==> src/rtl/adder33_rr_scheduler.sv <==
// Round-robin scheduler sharing one 33-bit + 2-bit adder between NUM_REQ requesters.
// The result lands in a single registered slot tagged with the winner's ID and is held under backpressure.
module adder33_rr_scheduler #(
    parameter int NUM_REQ = 4,
    parameter int ID_W    = 2,
    parameter int CNT_W   = 16
) (
    input  logic                  clk,
    input  logic                  reset,
    input  logic [NUM_REQ-1:0]    req_valid,
    output logic [NUM_REQ-1:0]    req_ready,
    input  logic [NUM_REQ*33-1:0] req_a,
    input  logic [NUM_REQ*2-1:0]  req_b,
    output logic                  rsp_valid,
    input  logic                  rsp_ready,
    output logic [ID_W-1:0]       rsp_id,
    output logic [33:0]           rsp_sum,
    output logic [CNT_W-1:0]      op_count
);

    typedef enum logic {EMPTY = 1'b0, FULL = 1'b1} slot_state_t;

    function automatic logic [33:0] add33(input logic [32:0] a, input logic [1:0] b);
        return {1'b0, a} + {32'b0, b};
    endfunction

    function automatic logic [ID_W-1:0] wrap_add(input logic [ID_W-1:0] x,
                                                 input logic [ID_W-1:0] y);
        logic [ID_W:0] s;
        s = {1'b0, x} + {1'b0, y};
        if (s >= (ID_W+1)'(NUM_REQ))
            s = s - (ID_W+1)'(NUM_REQ);
        return s[ID_W-1:0];
    endfunction

    slot_state_t            state;
    logic [ID_W-1:0]        ptr;
    logic [2*NUM_REQ-1:0]   dbl_vld;
    logic [NUM_REQ-1:0]     rot_vld;
    logic [ID_W-1:0]        off;
    logic                   found;
    logic [ID_W-1:0]        grant_p0;
    logic                   can_accept;
    logic                   accept_p0;
    logic [32:0]            a_p0;
    logic [1:0]             b_p0;
    logic [33:0]            sum_p0;
    logic [33:0]            sum_p1;
    logic [ID_W-1:0]        id_p1;
    logic [CNT_W-1:0]       cnt;

    // Stage p0: rotate valids so the pointer sits at bit 0, then find the first set bit
    assign dbl_vld = {req_valid, req_valid} >> ptr;
    assign rot_vld = dbl_vld[NUM_REQ-1:0];

    always_comb begin
        found = 1'b0;
        off   = '0;
        for (int k = NUM_REQ - 1; k >= 0; k--) begin
            if (rot_vld[k]) begin
                found = 1'b1;
                off   = ID_W'(k);
            end
        end
    end

    assign grant_p0   = wrap_add(ptr, off);
    assign can_accept = (state == EMPTY) || rsp_ready;
    assign accept_p0  = can_accept && !reset && found;
    assign req_ready  = accept_p0 ? (NUM_REQ'(1) << grant_p0) : '0;

    always_comb begin
        a_p0 = '0;
        b_p0 = '0;
        for (int k = 0; k < NUM_REQ; k++) begin
            if (grant_p0 == ID_W'(k)) begin
                a_p0 = req_a[33*k +: 33];
                b_p0 = req_b[2*k +: 2];
            end
        end
    end

    assign sum_p0 = add33(a_p0, b_p0);

    // Stage p1: result slot, round-robin pointer and accepted-operation counter
    always_ff @(posedge clk) begin
        if (reset) begin
            state  <= EMPTY;
            ptr    <= '0;
            sum_p1 <= '0;
            id_p1  <= '0;
            cnt    <= '0;
        end else if (accept_p0) begin
            state  <= FULL;
            ptr    <= wrap_add(grant_p0, ID_W'(1));
            sum_p1 <= sum_p0;
            id_p1  <= grant_p0;
            cnt    <= cnt + CNT_W'(1);
        end else if (rsp_ready) begin
            state  <= EMPTY;
        end
    end

    assign rsp_valid = (state == FULL);
    assign rsp_id    = id_p1;
    assign rsp_sum   = sum_p1;
    assign op_count  = cnt;

endmodule
==> config.mk <==
export PLATFORM = sky130hd
export DESIGN_NAME = adder33_rr_scheduler
export DESIGN_NICKNAME = d
export VERILOG_FILES = /design/src/rtl/adder33_rr_scheduler.sv
export SDC_FILE = /design/constraint.sdc
export NUM_CORES = 1
export LEC_CHECK = 0
export CAP_MARGIN = 0
export CORE_MARGIN = 5
export CORE_UTILIZATION = 40
export CTS_BUF_LIST = sky130_fd_sc_hd__clkbuf_4 sky130_fd_sc_hd__clkbuf_8
export DETAILED_ROUTE_END_ITERATION = 8
export PLACE_DENSITY_LB_ADDON = 0.15
export RECOVER_POWER = 100
export SETUP_SLACK_MARGIN = 0.15
export SYNTH_ARGS = -nofsm -noshare
export SYNTH_HDL_FRONTEND = slang
export SYNTH_SLANG_ARGS = --single-unit
export TNS_END_PERCENT = 100
==> constraint.sdc <==
create_clock -name clk -period 6.1 [get_ports clk]
set_input_delay 0.61 -clock clk [delete_from_list [all_inputs] [get_ports clk]]
set_output_delay 0.61 -clock clk [all_outputs]
set_load 0.02 [all_outputs]
==> metrics.md <==
| Metric | Value |
|---|---|
| H-Tree Depth | `2` |
| Port bufs | `between 200 and 250` |
| HP Class | `register to register` |
| Syn_nets | `727` |
| Synth cell types | `58` |
| Cell area after synthesis | `4320 sq um` |
| Setup Buffers After CTS | `0` |
| RSZ-0062 raised after global routing | `false` |
| Die X | `approximately 110 um` |
| Relative slew margins | `-65.5%` |
| Grt total ovfl | `0` |
| Routed vias | `4972` |
| Area contributors post-synth | `dfxtp_1 25%, nand2_1 6.7%, nor2_1 6.0%` |
| Cells on worst reg2reg path | `19` |
| Worst setup startpoint | `req_valid[3]` |
| Worst-path clk slew | `approximately 0.10 ns` |
| Share of synthesized registers carrying an async set or reset | `0%` |
| WS Path Type | `input pin to register` |
| Peak supply drop | `0.223 mV` |
| Worst-Skew Late Latency | `0.31 ns` |
| Slew Viols, Final | `61` |
| RD Place Congestion | `0.941` |
| TritonCTS clock tree | `yes` |
| R2R Path Start | `ptr[0]` |
| Synth warn | `0` |
| Leak | `2.41 nW` |
| CTS buffer count | `5` |
| Quantity of gates resized following cts | `0` |
| Crit path time final | `5.47 ns` |
| Largest net degree at the start of global routing | `61` |
| Worst R2R End | `rsp_sum[26]` |
| Worst setup path end | `rsp_sum[26]` |
| # diodes | `0` |
| Row count | `38` |
| Worst Setup End Kind | `register` |
| Critical path cell sequence | `dlygate4sd3_1, and3b_1, o21ai_0, o2111ai_1, ha_1, xnor2_1, ha_2, buf_4, a21oi_1, nor2_1, a21oi_1, nor2_1, a21oi_1, fa_1, nor2_2, nand4_4, nor4_1, buf_4, nand4_1, a311oi_1` |
| Top FF cell, synth | `dfxtp_1` |
| Final Skew | `roughly 0.0047 ns` |
| Status | `complete, but fails checks` |
| Layout area overhead | `49.2%` |
| Placed cell area | `roughly 6400 sq um` |
| Crit path required time | `6.32 ns` |
| Final WS setup | `0.635 ns` |
| Synth Register Bits | `55` |
| Violated checks | `max-capacitance violations, max-slew violations` |
| Initial antenna violation count | `0` |
| Share of layout cells above drive strength 1 | `under 10%` |
| Synth top area share | `25.5%` |
| Drt first pass iters | `5` |
| Num ports | `204` |
| # setup viols final | `0` |
| Die H | `114 um` |
| Slew @ Worst Pin | `about 2.5 ns` |
| Worst path max stage delay | `0.63 ns` |
| Synthesized instance count | `~570` |
| WP data arrival | `5.68 ns` |
| Design area | `6440 sq um` |
| Count leader, synth | `nand2_1` |
| Die footprint | `~13000 sq um` |
| Clock sink count | `between 50 and 60` |
| Clock Tree Buf Depth | `2` |
| Root cell of the clock tree | `clkbuf_8` |
| Post-place setup slack | `0.497 ns` |
| DR iter-0 viols | `just under 300` |
| Max-cap violation count | `1` |
| Worst setup SP type | `input pin` |
| Vias/cell | `5.61` |
| Commonest cells post-synth | `77 x nand2_1, 69 x nor2_1, 55 x dfxtp_1, 31 x a21oi_1` |
| P per Cell Area | `475 nW/um^2` |
| Post-synth top area cell | `dfxtp_1` |
| Post-synth EDFFs | `0` |
| Fmax achieved | `183 MHz` |
| Slowest CP cell | `dlygate4sd3_1` |
| Crit path top cell by count | `a21oi_1` |
| DR DRC count | `0` |
| Hold Violations, Final | `0` |
| CP Max Fanout | `27` |
| # hold bufs at CTS | `0` |
| Global-route wire length before repair | `between 20 and 25 mm` |
| Initial Util | `about two fifths` |
| Vias in the first global route | `slightly below 5000` |
| Post-synthesis sequential area ratio | `about a quarter` |
| Tcrit/Tclk final | `89.6%` |
| Remaining antenna violation count | `0` |
| Final TNS setup | `0 ns` |
| DP HPWL | `12.6 mm` |
| Gr usage total | `23.5%` |
| Detailed Route WL | `between 15 and 20 mm` |
| Post-Syn Area per Cell | `7.56 sq um` |
| Wirelength per Cell | `between 15 and 20 um` |
| Core Box Area | `10700 sq um` |
| Hold Slack | `roughly 0.47 ns` |
| FF-to-FF setup slack | `1.13 ns` |
| Final nets | `901` |
==> flip-flops by register name (all words and copies together), names as in the netlist <==
register,cells
rsp_sum,34
rsp_id,2
rsp_valid,1
ptr,2
op_count,16
==> power by group <==
part	internal (mW)	leakage (nW)	switching, mW
clock	0.0873	0.0452	0.124
sequential	0.471	0.453	0.0702
combinational	0.945	1.91	1.36
total	1.50	2.41	1.55
==> layout by cell type, fill, tap and decap left out, types with 12 or more instances in the layout <==
cell and instances:
clkdlybuf4s50_1 145, nand2_1 77, nor2_1 67, dlygate4sd3_1 57, dfxtp_1 55, a21oi_1 31, o21ai_0 24, nand4_1 17
nand3b_1 15, inv_1 14, a211oi_1 14, xnor2_1 13, o211ai_1 13, o221a_2 13, nand3_1 13, xor2_1 13
nor3_1 12, o221ai_1 12
==> layout make-up <==
type                    instances  area, sq um
fillers                      1022         4260
multi-input cells             455         2920
repair buffers                214         2100
flip-flops and latches         55         1100
well taps                     140          175
clock buffers                   6         76.3
inverters                      14         52.6
clock inverters                 2         16.3
==> critical path, delay by kind of cell <==
kind	cells	cell delay, ns
buffers and inverters	3	1.23
xor gates and xnor gates	1	0.44
and+or+nand+nor	7	1.22
adders and majority gates	3	1.30
AOI/OAI and AO/OA	6	0.86
==> kinds of logic after synthesis <==
kind of cell,synth area share (%)
adder cells (fa/ha/maj),3.01
flip-flops,25.5
buffers and inverters,6.87
XOR/XNOR,5.27
AO/OA/AOI/OAI,28.1
AND/OR/NAND/NOR,31.3
==> worst min path at each step <==
| stage | startpoint | endpoint | slack [ns] | cells after the start |
|---|---|---|---|---|
| 4_1_cts | rsp_id[0] | rsp_id[0] | 0.47 | 2 |
| 2_1_floorplan | ptr[1] | ptr[1] | 0.48 | 2 |
| 6_report | rsp_id[0] | rsp_id[0] | 0.47 | 2 |
| 5_1_grt | rsp_sum[33] | rsp_sum[33] | 0.50 | 2 |
| 3_3_place_gp | rsp_sum[33] | rsp_sum[33] | 0.44 | 2 |
| 3_5_place_dp | rsp_id[0] | rsp_id[0] | 0.46 | 2 |
==> routing by layer <==
metal / track usage [%] / part of all wire (%)
met1: 30.3 / 42
met2: 40.1 / 48
met3: 5.41 / 8.6
met4: 5.23 / 1.3
met5: 0 / 0
==> through the flow <==
stage | std cells | util (%) | total power, mW
4_1_cts | 886 | 60.4 | 3.12
5_1_grt | 886 | 60.2 | 3.32
2_1_floorplan | 571 | - | 2.20
3_3_place_gp | 878 | 59.6 | 2.86
6_report | 886 | 60.2 | 3.06
3_5_place_dp | 878 | 59.6 | 2.90
No activity file was read; power rests on OpenSTA's default activity.
